--- src/rtl/cpu_types_pkg.sv ---
// Shared CPU types for the fetch stage: word type, fetch FSM states, word size.
package cpu_types_pkg;

  localparam int unsigned WORD_W     = 32;
  localparam int unsigned WORD_BYTES = 4;

  typedef logic [WORD_W-1:0] word_t;

  typedef enum logic [1:0] {
    RUN    = 2'd0,
    PEND   = 2'd1,
    HALTED = 2'd2
  } fetch_state_t;

  // Force a byte address onto a word boundary.
  function automatic word_t align_word(input word_t addr);
    return {addr[WORD_W-1:2], 2'b00};
  endfunction

endpackage

--- src/rtl/fetch_perf_counters.sv ---
// Fetch performance counters: accepted instructions and RUN cycles without one.
module fetch_perf_counters
  import cpu_types_pkg::*;
(
  input  logic  CLK,
  input  logic  RST,
  input  logic  in_run,
  input  logic  accept,
  output word_t fetch_count,
  output word_t stall_count
);

  // HALTED never asserts in_run/accept, so both counters freeze there.
  always_ff @(posedge CLK) begin
    if (RST) begin
      fetch_count <= '0;
      stall_count <= '0;
    end else begin
      if (accept)
        fetch_count <= fetch_count + word_t'(1);
      if (in_run && !accept)
        stall_count <= stall_count + word_t'(1);
    end
  end

endmodule

--- src/rtl/pipeline_fetch.sv ---
// Instruction-fetch stage with IF/ID register and miss-aware redirect tracking.
// Optional FETCH_PERF_EN adds fetch_count/stall_count performance outputs.
module pipeline_fetch
  import cpu_types_pkg::*;
#(
  parameter word_t PC_INIT = 32'h0000_0000
) (
  input  logic        CLK,
  input  logic        RST,
  input  logic        ihit,
  input  logic [31:0] imemload,
  output logic        imemREN,
  output logic [31:0] imemaddr,
  input  logic        advance,
  input  logic        stall,
  input  logic        redirect,
  input  logic [31:0] redirect_pc,
  input  logic        halt,
  output logic [31:0] IF_Instr_OUT,
  output logic [31:0] IF_npc_OUT,
  output logic        IF_valid_OUT,
`ifdef FETCH_PERF_EN
  output logic [31:0] fetch_count,
  output logic [31:0] stall_count,
`endif
  output logic        flush
);

  fetch_state_t state;
  word_t        pc;
  word_t        pending_pc;
  word_t        pc_plus4;

  assign pc_plus4 = pc + word_t'(WORD_BYTES);

  // Address and request follow state; flush reflects a redirect accepted this cycle.
  always_comb begin
    imemaddr = pc;
    imemREN  = (state != HALTED);
    flush    = (state != HALTED) && !halt && advance && redirect;
  end

  always_ff @(posedge CLK) begin
    if (RST) begin
      state        <= RUN;
      pc           <= PC_INIT;
      pending_pc   <= '0;
      IF_Instr_OUT <= '0;
      IF_npc_OUT   <= '0;
      IF_valid_OUT <= 1'b0;
    end else begin
      case (state)
        RUN: begin
          if (halt) begin
            state        <= HALTED;
            IF_Instr_OUT <= '0;
            IF_npc_OUT   <= '0;
            IF_valid_OUT <= 1'b0;
          end else if (advance) begin
            if (redirect) begin
              IF_Instr_OUT <= '0;
              IF_npc_OUT   <= '0;
              IF_valid_OUT <= 1'b0;
              if (ihit) begin
                pc <= align_word(redirect_pc);
              end else begin
                // Keep the missing address stable; jump once the miss returns.
                pending_pc <= align_word(redirect_pc);
                state      <= PEND;
              end
            end else if (!stall) begin
              if (ihit) begin
                pc           <= pc_plus4;
                IF_Instr_OUT <= imemload;
                IF_npc_OUT   <= pc_plus4;
                IF_valid_OUT <= 1'b1;
              end else begin
                IF_Instr_OUT <= '0;
                IF_npc_OUT   <= '0;
                IF_valid_OUT <= 1'b0;
              end
            end
          end
        end
        PEND: begin
          if (halt) begin
            state <= HALTED;
          end else if (advance) begin
            if (redirect) begin
              if (ihit) begin
                pc    <= align_word(redirect_pc);
                state <= RUN;
              end else begin
                pending_pc <= align_word(redirect_pc);
              end
            end else if (!stall && ihit) begin
              pc    <= pending_pc;
              state <= RUN;
            end
          end
        end
        HALTED: begin
        end
        default: state <= HALTED;
      endcase
    end
  end

`ifdef FETCH_PERF_EN
  logic accept_c;
  word_t fetch_count_w;
  word_t stall_count_w;

  assign accept_c = (state == RUN) && !halt && advance && !redirect && !stall && ihit;

  fetch_perf_counters u_perf (
    .CLK         (CLK),
    .RST         (RST),
    .in_run      (state == RUN),
    .accept      (accept_c),
    .fetch_count (fetch_count_w),
    .stall_count (stall_count_w)
  );

  assign fetch_count = fetch_count_w;
  assign stall_count = stall_count_w;
`endif

endmodule

--- config.mk ---
export PLATFORM = sky130hd
export DESIGN_NAME = pipeline_fetch
export DESIGN_NICKNAME = d
export VERILOG_FILES = /design/src/rtl/cpu_types_pkg.sv /design/src/rtl/fetch_perf_counters.sv /design/src/rtl/pipeline_fetch.sv
export SDC_FILE = /design/constraint.sdc
export NUM_CORES = 1
export LEC_CHECK = 0
export ABC_CLOCK_PERIOD_IN_PS = 3470
export CORE_MARGIN = 1
export CORE_UTILIZATION = 52
export CTS_CLUSTER_DIAMETER = 120
export DETAILED_ROUTE_END_ITERATION = 10
export PLACE_DENSITY = 0.86
export SLEW_MARGIN = 15
export SYNTH_ARGS = -nofsm -noshare
export SYNTH_HDL_FRONTEND = slang
export SYNTH_SLANG_ARGS = --single-unit
--- constraint.sdc ---
create_clock -name CLK -period 3.47 [get_ports CLK]
set_input_delay 0.5205 -clock CLK [delete_from_list [all_inputs] [get_ports CLK]]
set_output_delay 0.5205 -clock CLK [all_outputs]
set_load 0.03 [all_outputs]
==> metrics, run 1 <==
Root Driver clkbuf_16; CTS buffer count 17; HPWL after DPL 11.8 mm; Final Util 0.759; Main synth FF type dfxtp_1; Port-buffer cells 167; number of synthesized flops with an enable pin 0; Cell Rows 38; crit path max-delay cell type clkdlybuf4s50_1; Post-CTS Setup Repair Bufs 0; Post-Syn Area 5990 µm²; crit-path cells clkdlybuf4s50_1, buf_4, nand2_1, nor3b_1, buf_4; Reg area 2580 µm²; number of global-route vias before repair 5,855; Synthesized Nets 774; Initial DRC Count 616; top cell type's share of synthesized area 0.431; Hold Path Depth 2; met3 wire length 1.99 mm; total number of vias 6,204; RSZ-0062 raised after global routing false; Tcrit/Tclk final 0.738; final setup violation count 0; initial antenna violation count 0; antenna fix cells 0; Reg2Reg Depth 7; Max H-tree Level 4; Final Hold Fails 0; max_cap viols 0; Clock Sinks 129; total die area 12,000 µm²; Tmin final 2.56 ns; Avg Inst Size Synth 8.54 µm²; area leader, netlist dfxtp_1; r2r startpoint imemaddr[2]$_SDFFE_PP0P_; Crit Path Class in -> out; Hold Startpoint pending_pc[9]$_SDFFE_PP0P_; M1 WL 7.27 mm; I/O pin count 170; met2 wire length 8.76 mm; TritonCTS clock tree yes; library cells used by synthesis 62; Multi-input gate area 3130 µm²; Async SR Flop Fraction 0; CP peak stage delay 0.51 ns; core area 11,000 µm²; maximum clock frequency 391 MHz; cell family with most CP delay buffers and inverters; Slew @ Worst Pin 0.803 ns; crit path buf inv count 3; initial core utilization 0.543; All-Layer GR Usage 0.314; worst skew pair latency 0.42 ns; CP arrival 2.04 ns; FF-to-FF End imemaddr[26]$_SDFFE_PP0P_; pins over their slew limit 0; drt first pass iters 5; FILL cells 781; Area Overhead vs Synth 39.6%; most used cell, CP buf_4; Die X 109 µm; top cells by area, synth dfxtp_1 43%, a22oi_1 6.3%, nand2_1 5.6%; DR WL/cell 18.6 µm; worst hold path endpoint pending_pc[9]$_SDFFE_PP0P_; sequential element share of the synthesized area 0.431; Post-Synthesis Cells 702; CP Capture Type output port; RD Place Congestion 0.856; Leak 2.99 nW; share of post-route cells with drive strength above 1 0.0993; commonest non-fill, non-tap cell in the layout clkdlybuf4s50_1; pwr/cell area 463 nW/µm²; worst reg-to-reg setup slack 1.13 ns; Slew headroom 0.462; Antenna Nets Post-Route 0; Hold Buf Count CTS 0; clk buf depth 2; Synth Register Bits 129; Yosys warnings 0; Worst-path clk slew 0.06 ns; Residual DRC 0; worst path required time 2.95 ns; skew final 0.00778 ns; chip height 109 µm; pin count of the biggest net entering global routing 70; top sig layer met4; most frequent cells in the layout 165 x clkdlybuf4s50_1, 129 x dfxtp_1, 89 x nand2_1; final wirelength 18.5 mm; Hold WC Path Type reg -> reg; Critical Path Start Type input port; Via density 6.23; first-pass GRT wire length 28.9 mm; grt total ovfl 0; CP Max Fanout 39; Post-CTS Resized 0; Fin Setup TNS 0 ns; status completed; nets@finish 915; Max IR drop VDD 0.358 mV
[cell usage after synthesis, types with 3 or more instances]
cell / n
a211o_1: 3
a211oi_1: 7
a21o_1: 4
a21oi_1: 61
a221o_1: 6
a222oi_1: 7
a22o_1: 20
a22oi_1: 50
a31oi_1: 6
and2_1: 3
and3_1: 8
and4_1: 5
buf_1: 15
buf_2: 12
buf_4: 4
clkbuf_1: 32
dfxtp_1: 129
inv_1: 7
mux2_2: 15
mux2i_1: 5
nand2_1: 89
nand2b_1: 5
nand3_1: 11
nand3_4: 3
nand3b_1: 3
nand4_1: 8
nor2_1: 68
nor2b_1: 4
nor3_1: 10
nor3b_1: 3
nor4_1: 4
o21ai_0: 24
o21ai_1: 3
o22ai_1: 8
o31a_1: 3
xnor2_1: 15
xor2_1: 9
[worst max path at each step]
| stage | startpoint | cells after the start | slack (ns) | to |
|---|---|---|---|---|
| after floorplan | imemaddr[2]$_SDFFE_PP0P_ | 7 | 1.30 | IF_npc_OUT[30]$_SDFFE_PP0P_ |
| after global placement | redirect | 6 | 0.73 | IF_npc_OUT[27]$_SDFFE_PP0P_ |
| after detailed placement | redirect | 6 | 0.53 | IF_npc_OUT[30]$_SDFFE_PP0P_ |
| after CTS | redirect | 5 | 0.95 | flush |
| after global routing | redirect | 5 | 0.80 | flush |
| final | redirect | 5 | 0.91 | flush |
[state kept, by name, indices dropped and copies added (netlist names)]
signal / count
IF_Instr_OUT: 32
IF_valid_OUT: 1
state: 2
imemaddr: 32
IF_npc_OUT: 32
pending_pc: 30
[kinds of logic (layout without fill, tap and decap cells)]
group	after synthesis	in the layout	synth area share
buffers and inverters	70	224	0.0488
AND/OR/NAND/NOR	242	242	0.203
adder cells (fa/ha/maj)	1	1	0.00209
multiplexers	20	20	0.0365
AO/OA/AOI/OAI	216	216	0.244
flip-flops	129	129	0.431
XOR/XNOR	24	24	0.0351
[area by class of cell]
| class | count | area share |
|---|---|---|
| Clock inverter | 13 | 0.0250 |
| Inverter | 7 | 0.00314 |
| Tap cell | 140 | 0.0209 |
| Timing Repair Buffer | 185 | 0.215 |
| Clock buffer | 19 | 0.0529 |
| Multi-Input combinational cell | 503 | 0.374 |
| Sequential cell | 129 | 0.309 |
[stage by stage]
step	instance area (µm²)	setup WS (ns)	power [W]	std cells	hold WS, ns
after floorplan	5990	1.30	0.00175	702	0.433
after global placement	7710	0.728	0.00191	964	0.441
after detailed placement	7710	0.530	0.00192	964	0.448
after CTS	8360	0.946	0.00388	996	0.457
after global routing	8370	0.803	0.00399	996	0.481
final	8370	0.911	0.00387	996	0.456
[tightest hold or removal path: cells and delay by family (launching register included)]
family	cells	cell delay, ns
AOI/OAI and AO/OA	1	0.05
DFF	1	0.31
and+or+nand+nor	1	0.05
[layer usage]
metal / up-vias / GRT usage
li1: 2836 / -
met1: 2916 / 0.391
met2: 398 / 0.507
met3: 54 / 0.0788
met4: 0 / 0.152
met5: - / 0
[power by group]
group / switching, W / internal [W] / total (W) / leakage, nW
Combinational: 0.000195 / 0.000164 / 0.000359 / 1.64
Sequential: 0.0000329 / 0.00150 / 0.00154 / 1.04
Clock: 0.000681 / 0.00129 / 0.00197 / 0.310
Total: 0.000909 / 0.00296 / 0.00387 / 2.99
(Power assumes the default switching activity.)
==> inputs of run 2 (changes only) <==
--- a/config.mk
+++ b/config.mk
@@ -5,12 +5,12 @@
 export SDC_FILE = /design/constraint.sdc
 export NUM_CORES = 1
 export LEC_CHECK = 0
-export ABC_CLOCK_PERIOD_IN_PS = 3470
+export ABC_CLOCK_PERIOD_IN_PS = 2600
 export CORE_MARGIN = 1
-export CORE_UTILIZATION = 52
+export CORE_UTILIZATION = 48
 export CTS_CLUSTER_DIAMETER = 120
 export DETAILED_ROUTE_END_ITERATION = 10
-export PLACE_DENSITY = 0.86
+export PLACE_DENSITY = 0.8
 export SLEW_MARGIN = 15
 export SYNTH_ARGS = -nofsm -noshare
 export SYNTH_HDL_FRONTEND = slang
==> constraint.sdc (replaced) <==
create_clock -name CLK -period 2.6 [get_ports CLK]
set_input_delay 0.39 -clock CLK [delete_from_list [all_inputs] [get_ports CLK]]
set_output_delay 0.39 -clock CLK [all_outputs]
set_load 0.03 [all_outputs]
==> metrics, run 2 (same netlist as run 1, synthesis figures left out) <==
Area Overhead vs Synth 41.9%; total die area 12,900 µm² (+8.2%); Fin Setup TNS 0 ns (unchanged); RSZ-0062 raised after global routing false; Root Driver clkbuf_16; Leak 3.07 nW (+2.4%); Residual DRC 0 (unchanged); initial core utilization 0.495 (-0.0485); critical path startpoint imemaddr[2]$_SDFFE_PP0P_; CTS buffer count 17 (unchanged); commonest non-fill, non-tap cell in the layout clkdlybuf4s50_1; nets@finish 927 (+1.3%); Post-CTS Resized 0 (unchanged); share of post-route cells with drive strength above 1 0.109 (+0.0101); Tcrit/Tclk final 0.902; r2r startpoint imemaddr[2]$_SDFFE_PP0P_; GRT met1 Usage 0.349 (-0.0421); drt first pass iters 7 (+2); number of global-route vias before repair 5,901 (+0.79%); final setup violation count 0 (unchanged); Worst Slack Setup Final 0.256 ns (-0.655 ns); CP Capture Type flop; dpl ws 0.213 ns (-0.317 ns); pin count of the biggest net entering global routing 56 (-20%); core area 12,100 µm² (+9.8%); Final Hold Fails 0 (unchanged); Cell Rows 40 (+5.3%); Final Util 0.702 (-0.0563); cell area after layout 8500 µm² (+1.6%); DR WL/cell 17.4 µm (-6.6%); chip height 114 µm (+4.0%); HPWL after DPL 12.0 mm (+1.7%); Hold Startpoint pending_pc[6]$_SDFFE_PP0P_; Post-CTS Setup Repair Bufs 0 (unchanged); pwr/cell area 585 nW/µm² (+27%); Via density 5.84 (-6.2%); total number of vias 6,053 (-2.4%); All-Layer GR Usage 0.287 (-0.0270); status completed; worst skew pair latency 0.43 ns (about the same); Antenna Nets Post-Route 0 (unchanged); grt met3 use 0.0840 (+0.00512); max_cap viols 0 (unchanged); Hold WC Path Type reg -> reg; pins over their slew limit 0 (unchanged); Slew headroom 0.622 (+0.159); Crit Path Class reg -> reg; gr busiest metal met2; antenna fix cells 0 (unchanged); CP Max Fanout 7 (-82%); Max IR drop VDD 0.405 mV (+13%); Initial DRC Count 513 (-17%); Port-buffer cells 167 (unchanged); met2 Resource Use GR 0.470 (-0.0369); grt total ovfl 0 (unchanged); Worst-path clk slew 0.06 ns (about the same); Slew @ Worst Pin 0.567 ns (-0.236 ns); Die X 114 µm (+4.0%); most frequent cells in the layout 165 x clkdlybuf4s50_1, 129 x dfxtp_1, 89 x nand2_1; I/O pin count 170 (unchanged); Max H-tree Level 4 (unchanged); Critical Path Start Type flop; initial antenna violation count 0 (unchanged); final wirelength 18.0 mm (-2.9%); RD Place Congestion 0.862 (+0.71%); clk buf depth 2 (unchanged); Hold Buf Count CTS 0 (unchanged); skew final 0.0117 ns (+0.00394 ns); DP Area 7900 µm² (+2.4%); Tmin final 2.34 ns; Clock Sinks 129 (unchanged); maximum clock frequency 427 MHz; CP arrival 2.66 ns (+0.62 ns); worst path required time 2.92 ns (-0.03 ns); first-pass GRT wire length 29.2 mm (+1.0%); TritonCTS clock tree yes
## run 2: cell count changes in the layout (fill, tap and decap cells not counted)
cell        change
clkinv_2        +4
clkinvlp_4      -1
clkinv_4        -2
and4_1          +1
and4_2          -1
nor2b_1         +1
clkbuf_8        +2
nor2b_2         -1
inv_6           -1
bufinv_16       -2
buf_4           +7
buf_12          +5
## run 2: report_power, final
group	leakage, nW	switching [W]	internal [W]
sequential	1.04	0.0000400	0.00201
combinational	1.73	0.000264	0.000234
clock	0.298	0.000861	0.00157
## run 2: per-stage QoR
stage	power [W]	instances	hold slack [ns]
floorplan	0.00234	702	0.433
finish	0.00498	1036	0.455
detailed placement	0.00258	1004	0.447
global route	0.00513	1036	0.475
CTS	0.00499	1036	0.440
global placement	0.00256	1004	0.442
## run 2: worst paths after layout
| kind | endpoint | slack (ns) | depth (start not counted) |
|---|---|---|---|
| max | imemaddr[20]$_SDFFE_PP0P_ | 0.26 | 7 |
| min | pending_pc[6]$_SDFFE_PP0P_ | 0.45 | 2 |
| max reg2reg | imemaddr[20]$_SDFFE_PP0P_ | 0.26 | 7 |
| min reg2reg | pending_pc[6]$_SDFFE_PP0P_ | 0.45 | 2 |
## run 2: layout make-up
type / count / area [µm²]
clock buffers: 21 / 470
clock inverters: 11 / 135
fillers: 955 / 3610
inverters: 7 / 26.3
multi-input cells: 503 / 3130
flip-flops and latches: 129 / 2580
well taps: 168 / 210
repair buffers: 197 / 1950
## run 2: layer usage
layer / wire [µm] / vias up
li1: - / 2869
met1: 7460 / 2823
met2: 8450 / 318
met3: 1650 / 43
met4: 419 / 0
met5: 0 / -
## run 2: critical path, cell delays in order (launching register included)
cell     delay, ns
dfxtp_1       0.48
ha_1          0.36
nand3_4       0.17
nor4_4        0.53
buf_4         0.22
nand3_4       0.09
o31a_1        0.26
o32ai_1       0.13
==> inputs of run 3 (changes only) <==
--- a/config.mk
+++ b/config.mk
@@ -6,11 +6,12 @@
 export NUM_CORES = 1
 export LEC_CHECK = 0
 export ABC_CLOCK_PERIOD_IN_PS = 2600
+export CAP_MARGIN = 20
 export CORE_MARGIN = 1
-export CORE_UTILIZATION = 48
+export CORE_UTILIZATION = 45
 export CTS_CLUSTER_DIAMETER = 120
 export DETAILED_ROUTE_END_ITERATION = 10
-export PLACE_DENSITY = 0.8
+export PLACE_DENSITY = 0.76
 export SLEW_MARGIN = 15
 export SYNTH_ARGS = -nofsm -noshare
 export SYNTH_HDL_FRONTEND = slang
==> metrics, run 3 (same netlist as run 1, synthesis figures left out) <==
Crit Path Class reg -> reg; Hold WC Path Type in -> reg; met2 wire length 8.67 mm (+2.7%); FILL cells 1,055 (+10%); Worst-path clk slew 0.06 ns (about the same); TritonCTS clock tree yes; status completed; worst path required time 2.94 ns (+0.02 ns); pin count of the biggest net entering global routing 59 (+5.4%); HPWL after DPL 12.3 mm (+2.0%); post-layout power 0.00482 W (-3.3%); maximum clock frequency 442 MHz (+3.6%); dpl cells 1,005 (+0.10%); Clock power frac 0.472 (-0.017); CTS buffer count 17 (unchanged); max_cap viols 0 (unchanged); Residual DRC 0 (unchanged); Area Overhead vs Synth 40.7%; Port-buffer cells 167 (unchanged); Clock Sinks 129 (unchanged); total die area 13,800 µm² (+6.5%); nets@finish 924 (-0.32%); total number of vias 6,101 (+0.79%); Sw Ratio 0.243 (+0.00930); number of global-route vias before repair 5,819 (-1.4%); sequential power share 0.425 (+0.014); Root Driver clkbuf_16; met3 wire length 1.65 mm (-0.24%); Final Hold Fails 0 (unchanged); Die X 117 µm (+3.2%); Internal 0.00364 W (-4.4%); M1 WL 7.50 mm (+0.52%); share of post-route cells with drive strength above 1 0.106 (-0.00309); CP Capture Type flop; most frequent cells in the layout 165 x clkdlybuf4s50_1, 129 x dfxtp_1, 89 x nand2_1; I/O pin count 170 (unchanged); CP Max Fanout 6 (-1); grt total ovfl 0 (unchanged); pwr/cell area 571 nW/µm² (-2.5%); RD Place Congestion 0.861 (-0.20%); Fin Setup TNS 0 ns (unchanged); core area 12,800 µm² (+5.9%); Max IR drop VDD 0.396 mV (-2.2%); final setup violation count 0 (unchanged); antenna fix cells 0 (unchanged); dpl ws 0.206 ns (-0.00619 ns); Cell Rows 41 (+2.5%); Initial DRC Count 537 (+4.7%); Antenna Nets Post-Route 0 (unchanged); CP arrival 2.61 ns (-0.05 ns); Max H-tree Level 4 (unchanged); Post-Layout Cell Count 1,037 (+0.097%); DR WL/cell 17.5 µm (+0.98%); All-Layer GR Usage 0.262 (-0.0245); top sig layer met4; initial core utilization 0.467 (-0.0275); Reg2Reg Depth 6 (-1); RSZ-0062 raised after global routing false; commonest non-fill, non-tap cell in the layout clkdlybuf4s50_1; Worst Slack Setup Final 0.336 ns (+0.0804 ns); Hold Path Depth 2 (unchanged); Gate power share 0.102 (+0.002); Net Switching 0.00117 W (+0.59%); Critical Path Start Type flop; Post-CTS Setup Repair Bufs 0 (unchanged); final wirelength 18.2 mm (+1.1%); Slew @ Worst Pin 0.626 ns (+0.0587 ns); worst skew pair latency 0.42 ns (about the same); Leak 3.03 nW (-1.3%); Tcrit/Tclk final 0.871 (-0.0309); skew final 0.00770 ns (-0.00402 ns); pins over their slew limit 0 (unchanged); first-pass GRT wire length 29.3 mm (+0.22%); Tmin final 2.26 ns (-0.0804 ns); Post-CTS Resized 0 (unchanged); initial antenna violation count 0 (unchanged); drt first pass iters 5 (-2); Via density 5.88 (+0.70%); Final Util 0.658 (-0.0443); Slew headroom 0.583 (-0.0391); Hold Buf Count CTS 0 (unchanged); clk buf depth 2 (unchanged); chip height 117 µm (+3.2%)
-- run 3: cell types whose count changed in the layout (fill, tap and decap cells not counted) --
cell	before	now
bufinv_16	3	1
clkbuf_8	3	4
clkinv_4	0	1
buf_4	27	25
buf_12	5	4
-- run 3: critical path, cell delays in order, from the launching register on --
cell     delay, ns
dfxtp_1       0.41
ha_1          0.35
nand3_4       0.17
nor4_4        0.49
nand3_1       0.15
or4_1         0.45
a31oi_1       0.16
-- run 3: worst paths after layout --
path,from,endpoint,slack [ns]
setup / recovery,imemaddr[3]$_SDFFE_PP0P_,imemaddr[26]$_SDFFE_PP0P_,0.34
hold / removal,RST,IF_npc_OUT[24]$_SDFFE_PP0P_,0.35
setup reg to reg,imemaddr[3]$_SDFFE_PP0P_,imemaddr[26]$_SDFFE_PP0P_,0.34
hold reg to reg,pending_pc[24]$_SDFFE_PP0P_,pending_pc[24]$_SDFFE_PP0P_,0.45
-- run 3: cell type report --
type	instances	area (µm²)	area share
Tap cell	172	215	0.0255
Clock buffer	22	484	0.0574
Sequential cell	129	2580	0.306
Clock inverter	10	83.8	0.00994
Inverter	7	26.3	0.00311
Timing Repair Buffer	194	1920	0.227
Multi-Input combinational cell	503	3130	0.370
-- run 3: power by group through the flow --
| stage | clock network [W] | registers (W) | logic [W] |
|---|---|---|---|
| after floorplan | 0 | 0.00212 | 0.000219 |
| after global placement | 0 | 0.00209 | 0.000475 |
| after detailed placement | 0 | 0.00209 | 0.000486 |
| after CTS | 0.00229 | 0.00205 | 0.000489 |
| after global routing | 0.00239 | 0.00205 | 0.000522 |
| final | 0.00227 | 0.00205 | 0.000492 |
-- run 3: layer usage --
layer	GRT usage	vias up
met2	0.425	311
li1	-	2864
met1	0.318	2890
met5	0	-
met3	0.0841	36
met4	0.114	0
-- run 3: per-stage QoR --
step / area [µm²] / hold slack, ns
5_1_grt: 8440 / 0.341
3_5_place_dp: 7870 / 0.446
4_1_cts: 8440 / 0.338
6_report: 8440 / 0.353
3_3_place_gp: 7870 / 0.442
2_1_floorplan: 5990 / 0.433
